===== src/rtl/fetch_ctrl.sv =====
// rtl/fetch_ctrl.sv - instruction fetch sequencer: PC, single-outstanding ROM requests, tagged buffer toward decode
module fetch_ctrl #(
  parameter logic [31:0] RESET_PC = 32'h0000_0000,
  parameter int          DEPTH    = 2
) (
  input  logic        clk,
  input  logic        rst,
  input  logic        enable,
  input  logic        redirect,
  input  logic [31:0] redirect_pc,
  output logic        rom_req,
  output logic [31:0] rom_addr,
  input  logic        rom_ack,
  input  logic [31:0] rom_data,
  output logic        instr_valid,
  output logic [31:0] instr,
  output logic [31:0] instr_pc,
  input  logic        instr_ready,
  output logic        busy
);

  localparam int AW = $clog2(DEPTH);
  localparam logic [AW:0] DEPTH_C = (AW+1)'(DEPTH);

  typedef enum logic [1:0] {S_IDLE, S_WAIT, S_DISCARD} state_t;

  state_t        state_q, state_d;
  logic [31:0]   pc_q, pc_d;
  logic          rom_req_q, rom_req_d;
  logic [31:0]   rom_addr_q, rom_addr_d;
  logic [AW:0]   count_q, count_d;
  logic [AW-1:0] wr_ptr_q, wr_ptr_d;
  logic [AW-1:0] rd_ptr_q, rd_ptr_d;
  logic [63:0]   mem_q [DEPTH];
  logic [63:0]   mem_d [DEPTH];

  logic          push, pop, issue;
  logic [AW:0]   count_after;

  always_comb begin
    state_d     = state_q;
    pc_d        = pc_q;
    rom_req_d   = rom_req_q;
    rom_addr_d  = rom_addr_q;
    count_d     = count_q;
    wr_ptr_d    = wr_ptr_q;
    rd_ptr_d    = rd_ptr_q;
    mem_d       = mem_q;
    push        = 1'b0;
    pop         = 1'b0;
    issue       = 1'b0;
    count_after = count_q;

    if (redirect) begin
      // Redirect wins over everything: flush, retarget, and drop any returning word.
      pc_d     = redirect_pc;
      count_d  = '0;
      wr_ptr_d = '0;
      rd_ptr_d = '0;
      if (state_q != S_IDLE) begin
        if (rom_ack) begin
          state_d   = S_IDLE;
          rom_req_d = 1'b0;
        end else begin
          state_d = S_DISCARD;
        end
      end
    end else begin
      pop         = instr_valid && instr_ready;
      push        = (state_q == S_WAIT) && rom_ack;
      count_after = count_q + {{AW{1'b0}}, push} - {{AW{1'b0}}, pop};

      case (state_q)
        S_IDLE:            issue = enable && (count_q < DEPTH_C);
        S_WAIT, S_DISCARD: issue = rom_ack && enable && (count_after < DEPTH_C);
        default:           issue = 1'b0;
      endcase

      if (push) begin
        mem_d[wr_ptr_q] = {rom_addr_q, rom_data};
        wr_ptr_d        = wr_ptr_q + AW'(1);
      end
      if (pop) rd_ptr_d = rd_ptr_q + AW'(1);
      count_d = count_after;

      if (issue) begin
        rom_req_d  = 1'b1;
        rom_addr_d = pc_q;
        pc_d       = pc_q + 32'd1;
        state_d    = S_WAIT;
      end else if ((state_q != S_IDLE) && rom_ack) begin
        rom_req_d = 1'b0;
        state_d   = S_IDLE;
      end
    end
  end

  always_ff @(posedge clk or posedge rst) begin
    if (rst) begin
      state_q    <= S_IDLE;
      pc_q       <= RESET_PC;
      rom_req_q  <= 1'b0;
      rom_addr_q <= RESET_PC;
      count_q    <= '0;
      wr_ptr_q   <= '0;
      rd_ptr_q   <= '0;
    end else begin
      state_q    <= state_d;
      pc_q       <= pc_d;
      rom_req_q  <= rom_req_d;
      rom_addr_q <= rom_addr_d;
      count_q    <= count_d;
      wr_ptr_q   <= wr_ptr_d;
      rd_ptr_q   <= rd_ptr_d;
    end
  end

  // Buffer contents need no reset: the head is masked to zero while empty.
  always_ff @(posedge clk) begin
    mem_q <= mem_d;
  end

  assign rom_req     = rom_req_q;
  assign rom_addr    = rom_addr_q;
  assign instr_valid = (count_q != '0);
  assign instr       = instr_valid ? mem_q[rd_ptr_q][31:0]  : 32'd0;
  assign instr_pc    = instr_valid ? mem_q[rd_ptr_q][63:32] : 32'd0;
  assign busy        = (state_q != S_IDLE);

endmodule

===== config.mk =====
export PLATFORM = sky130hd
export DESIGN_NAME = fetch_ctrl
export DESIGN_NICKNAME = d
export VERILOG_FILES = /design/src/rtl/fetch_ctrl.sv
export SDC_FILE = /design/constraint.sdc
export NUM_CORES = 1
export LEC_CHECK = 0
export ABC_AREA = 1
export ABC_CLOCK_PERIOD_IN_PS = 8700
export CORE_UTILIZATION = 56
export DETAILED_ROUTE_END_ITERATION = 12
export PLACE_DENSITY = 0.85
export SLEW_MARGIN = 30
export SYNTH_ARGS = -nofsm -noshare
export SYNTH_HDL_FRONTEND = slang
export SYNTH_SLANG_ARGS = --single-unit

===== constraint.sdc =====
create_clock -name clk -period 8.7 [get_ports clk]
set_input_delay 1.305 -clock clk [delete_from_list [all_inputs] [get_ports clk]]
set_output_delay 1.305 -clock clk [all_outputs]
set_load 0.1 [all_outputs]

==> results of run 1 <==
cell type report:
type | count | area, sq um
Clock buffer | 17 | 425
Clock inverter | 15 | 135
Fill cell | 1132 | 4090
Inverter | 41 | 156
Multi-Input combinational cell | 656 | 2900
Sequential cell | 199 | 5620
Tap cell | 211 | 264
Timing Repair Buffer | 173 | 1720
flip-flops by register name, summed over array words and instances (netlist names):
register	flops
count_q	2
rom_req	1
mem_q	128
rd_ptr_q	1
pc_q	32
state_q	2
wr_ptr_q	1
rom_addr	32
cells in the mapped netlist (all sizes together):
cell type,count
o22ai,1
nand3b,11
clkbuf,17
xnor2,2
buf,22
o31ai,1
o21ai,31
inv,41
nand2,423
xor2,7
edfxtp,128
o211ai,1
nand3,45
ha,6
a21oi,66
nor2,62
dfrtp,71
metal layers:
metal  up-vias  part of all wire (%)
met1      3320                    43
met3        23                   5.5
met4         0                   1.5
li1       3364                     -
met2       234                    50
met5         -                     0
placed cells by master (no fill, tap or decap), types with 3 or more instances in the layout:
cell	instances
clkinv_4	6
clkdlybuf4s50_1	168
nor2_4	3
nor2_1	52
o21ai_0	25
inv_1	33
inv_2	7
edfxtp_1	128
inv_8	3
nand2_1	416
a21oi_1	66
nor2_2	6
clkbuf_16	17
o21ai_1	6
nand2_2	5
buf_4	4
ha_1	6
dfrtp_1	70
inv_6	5
nand3_1	42
nand3b_1	11
xor2_1	7
worst min-delay path, cell delays in order (launching register included):
cell and delay, ps:
dfrtp_1 350, nand2_1 60, nand2_1 50
cells by family (layout without fill, tap and decap cells):
family          count (synthesis)  after routing
simple gates                  541            541
xor+xnor                        9              9
buf+inv                        80            246
compound gates                100            100
flops                         199            199
fa+ha+maj                       6              6
stage by stage:
| step | worst slack [ps] | hold WS [ps] | util [%] | instances | area, sq um |
|---|---|---|---|---|---|
| floorplan | 3590 | 458 | - | 935 | 8830 |
| global placement | 3960 | 466 | 69.6 | 1280 | 10700 |
| detailed placement | 4430 | 473 | 69.6 | 1280 | 10700 |
| CTS | 3960 | 491 | 73.3 | 1312 | 11200 |
| global route | 3820 | 520 | 73.3 | 1312 | 11200 |
| finish | 4030 | 489 | 73.3 | 1312 | 11200 |
worst max-delay path by stage:
stage / from / end / slack, ps / cells after the start
final: rd_ptr_q$_DFFE_PP0P_ / instr_pc[27] / 4030 / 4
after global routing: rd_ptr_q$_DFFE_PP0P_ / instr_pc[27] / 3820 / 4
after CTS: rd_ptr_q$_DFFE_PP0P_ / instr_pc[27] / 3960 / 4
after detailed placement: rd_ptr_q$_DFFE_PP0P_ / instr_pc[27] / 4430 / 4
after global placement: rd_ptr_q$_DFFE_PP0P_ / instr_pc[18] / 3960 / 4
after floorplan: redirect / mem_q[0]$_DFFE_PP_ / 3590 / 5
==> summary.md, run 1 <==
| Metric | Value |
|---|---|
| Avg Inst Size Synth | 9.45 sq um |
| Mux cell area share after synthesis | 0% |
| Synth Area in XOR/XNOR | 0.892% |
| #FFs+latches synth | 199 |
| HPWL Detailed | 14300 um |
| Die outline area | 16300 sq um |
| CTS hold repair buffers | 0 |
| Drt via density | 5.29 |
| Clk_skew | 7.12 ps |
| Post-synthesis cell type count | 28 |
| DRT Wirelength | 21400 um |
| Synth Area in Adders | 0.850% |
| Min Tclk post-route | 4670 ps |
| Worst Path Buf+Inv | 2 |
| Hold endpoint | rom_req$_DFFE_PP0P_ |
| Via count | 6941 |
| R2R depth | 14 |
| Synth Area in Compound Gates | 5.74% |
| Rows | 45 |
| Worst hold start | rom_req$_DFFE_PP0P_ |
| Routed len/inst | 16.3 um |
| CTS tree | built |
| Pre-antenna DRT Iters | 7 |
| Skew-Pair Late Insertion Delay | 430 ps |
| Critical Path RT | 7390 ps |
| Area delta synth->final | 27.1% |
| Outcome | finished, final reports clean |
| Top Ports | 169 |
| H-tree Lvls | 4 |
| Initial core utilization | 57.7% |
| Kind of critical path | flip-flop to output port |
| Routability-driven placement congestion ratio | 0.904 |
| Grt ovf | 0 |
| Total track usage | 27.0% |
| Largest net degree at the start of global routing | 72 |
| Placeable Area | 15300 sq um |
| Top post-synthesis cells by area | edfxtp_1, dfrtp_1, nand2_1 |
| Antenna-violating nets left | 0 |
| Met2 Use GR | 45.7% |
| Synth Instances | 935 |
| Main combinational cell family by area after synthesis | simple AND/OR/NAND/NOR gates |
| Antenna Cells | 0 |
| Sink Count | 199 |
| Hold path depth | 2 |
| Syn Std Cell Area | 8830 sq um |
| Reg2Reg Capture Point | pc_q[9]$_DFFE_PP0P_ |
| Port bufs | 168 |
| R2R Setup Slk | 5570 ps |
| Maxcap violations | 0 |
| Initial antenna violation count | 0 |
| Met3 Usage GRT | 4.98% |
| Register clock-pin slew on the reported worst setup and hold paths | 70 ps |
| GRT met1 Usage | 35.8% |
| Worst R2R Start | count_q[1]$_DFF_PP0_ |
| Sum Neg Setup Slack | 0 ps |
| Critical Path End Type | output port |
| Post-synthesis simple-gate area fraction | 25.0% |
| Worst min-delay path category | flip-flop to flip-flop |
| Die Wd | 128 um |
| DRC | 0 |
| Post-CTS setup repair buffer count | 0 |
| Slew headroom | 29.9% |
| Synth top area share | 43.5% |
| Slowest stage delay, CP | 1180 ps |
| Seq/Total Area, Yosys | 63.6% |
| Crit path max-delay family | buffers and inverters |
| Setup violators final | 0 |
| DRT iter0 DRCs | 576 |
| Global-route wire length before repair | 33300 um |
| Net Count, Synth | 1011 |
| Max Fclk | 214 MHz |
| Vias in the first global route | 6615 |
| RSZ-0062 raised after global routing | no |
| Yosys warns | 0 |
| PostCTS Resize Cnt | 0 |
| CP arrival | 3360 ps |
| Worst path cell trace | inv_4 -> nand2_1 -> a21oi_1 -> clkdlybuf4s50_1 |
| Fraction of layout cells with a size suffix above 1 | 5.99% |
| Nets@finish | 1164 |
| Die Ht | 128 um |
| Critical path's slowest cell | clkdlybuf4s50_1 |
| Max-slew violations | 0 |
| Num CTS Buffers | 17 |
| Startpoint types | flip-flop |
| Layer with the highest usage | met2 |
| Crit share post-route | 53.7% |
| Crit path max fanout | 67 |
| Worst-case clock buffer depth | 2 |
| Final hold vios | 0 |
| Synth area leader | edfxtp_1 |
| Clk root buf | clkbuf_16 |
| Worst slew pin tran | 1050 ps |
Power of run 1 is not shown: default switching activity piles up to over one toggle a cycle in this logic, so the estimate is an artifact.
==> run 2, diff against run 1 <==
ABC_CLOCK_PERIOD_IN_PS = 4600   (was 8700)
CORE_UTILIZATION = 52   (was 56)
PLACE_DENSITY = 0.8   (was 0.85)
clock period = 4.6 ns   (was 8.7 ns; I/O delays follow)
==> run 2 against run 1 <==
Effect of this change: setup slack worse by 2800 ps; clock-buffer cell count did not move; global-route usage shrank 2.9 points; core utilization is 6.3 points lower; critical endpoint is now rom_addr[3]$_DFFE_PP0P_; highest routed layer unchanged.
==> summary.md, run 2 (synthesis results as in run 1) <==
| Metric | Value |
|---|---|
| Most common cell after layout, fill and taps aside | nand2_1 |
| Clk root buf | clkbuf_16 |
| Die outline area | 17500 sq um |
| RSZ-0062 raised after global routing | no |
| Register clock-pin slew on the reported worst setup and hold paths | 70 ps |
| Port bufs | 168 |
| Routability-driven placement congestion ratio | 0.972 |
| Routed len/inst | 15.4 um |
| Final hold vios | 0 |
| Min Tclk post-route | 3330 ps |
| Nets@finish | 1167 |
| Global-route wire length before repair | 32900 um |
| Sink Count | 199 |
| Max Fclk | 300 MHz |
| Critical Path End Type | flip-flop |
| R2R depth | 10 |
| Largest Register | mem_q |
| Skew-Pair Late Insertion Delay | 430 ps |
| Largest net degree at the start of global routing | 67 |
| DRT Wirelength | 20400 um |
| Crit share post-route | 72.4% |
| Fraction of layout cells with a size suffix above 1 | 12.2% |
| Placeable Area | 16600 sq um |
| Num CTS Buffers | 17 |
| Sum Neg Setup Slack | 0 ps |
| Worst-case clock buffer depth | 2 |
| Die Wd | 132 um |
| Die Ht | 132 um |
| Kind of critical path | flip-flop to flip-flop |
| Startpoint types | flip-flop |
| Total track usage | 24.1% |
| CP arrival | 3640 ps |
| DRT iter0 DRCs | 536 |
| Pre-antenna DRT Iters | 5 |
| Antenna-violating nets left | 0 |
| Area delta synth->final | 25.8% |
| Vias in the first global route | 6403 |
| Worst slew pin tran | 1030 ps |
| Top Ports | 169 |
| Most frequent cells in the layout | nand2_1, edfxtp_1, clkdlybuf4s50_1 |
| H-tree Lvls | 4 |
| PostCTS Resize Cnt | 0 |
| Crit path max fanout | 50 |
| HPWL Detailed | 13800 um |
| DRC | 0 |
| Critical Path RT | 4910 ps |
| Max-slew violations | 0 |
| Clk_skew | 7.28 ps |
| Slew headroom | 30.9% |
| Outcome | finished, final reports clean |
| Maxcap violations | 0 |
| Setup violators final | 0 |
| Max reg flops | 128 |
| CTS tree | built |
| Hold path depth | 0 |
| Initial antenna violation count | 0 |
| Initial core utilization | 53.3% |
| Via count | 6843 |
| Antenna Cells | 0 |
| Grt ovf | 0 |
| Post-CTS setup repair buffer count | 0 |
| Drt via density | 5.17 |
| Worst min-delay path category | flip-flop to flip-flop |
| CTS hold repair buffers | 0 |
| Rows | 47 |
[run 2: changes by cell type in the layout (fill, tap and decap cells not counted), moves of 2 or more]
cell             before  now
clkinv_4              6    2
clkdlybuf4s50_1     168  102
buf_2                 0    2
buf_4                 4   71
clkinv_8              0    2
[run 2: area by class of cell]
class | instances | area, sq um
multi-input cells | 656 | 2890
fillers | 1312 | 5470
inverters | 41 | 158
flip-flops and latches | 199 | 5620
clock inverters | 15 | 155
well taps | 220 | 275
clock buffers | 17 | 425
repair buffers | 176 | 1580
[run 2: per-layer routing]
| metal | up-vias | share of wire, % | track usage (%) |
|---|---|---|---|
| li1 | 3372 | - | - |
| met1 | 3198 | 44 | 32.4 |
| met2 | 236 | 48 | 39.4 |
| met3 | 37 | 5.8 | 4.84 |
| met4 | 0 | 2.2 | 8.17 |
| met5 | - | 0 | 0 |
[run 2: path summary, 6_finish.rpt]
check                                          from                      end  slack (ps)
min in group asynchronous                       rst     pc_q[10]$_DFFE_PP0P_         680
max in group asynchronous                       rst     rd_ptr_q$_DFFE_PP0P_        3030
hold / removal             rom_addr[20]$_DFFE_PP0P_      mem_q[52]$_DFFE_PP_         500
setup / recovery               count_q[1]$_DFF_PP0_  rom_addr[3]$_DFFE_PP0P_        1270
hold reg to reg            rom_addr[20]$_DFFE_PP0P_      mem_q[52]$_DFFE_PP_         500
setup reg to reg               count_q[1]$_DFF_PP0_  rom_addr[3]$_DFFE_PP0P_        1270
[run 2: critical path, stage by stage, from the launching register on]
cell	delay, ps
dfrtp_1	430
nor2_4	590
nor2_1	150
ha_1	320
inv_1	40
ha_1	180
nand3_1	120
nand3_2	110
nand2_4	100
nand3_2	670
o21ai_0	500
[run 2: stage by stage]
| step | std cells | hold slack (ps) | utilization (%) | instance area (sq um) | setup slack, ps |
|---|---|---|---|---|---|
| finish | 1324 | 495 | 67.0 | 11100 | 1270 |
| global route | 1324 | 526 | 67.0 | 11100 | 936 |
| CTS | 1324 | 504 | 67.0 | 11100 | 1270 |
| detailed placement | 1292 | 483 | 63.5 | 10500 | 1200 |
| global placement | 1292 | 467 | 63.6 | 10500 | 1320 |
| floorplan | 935 | 458 | - | 8830 | 106 |
Power of run 2 is left out for the same reason.
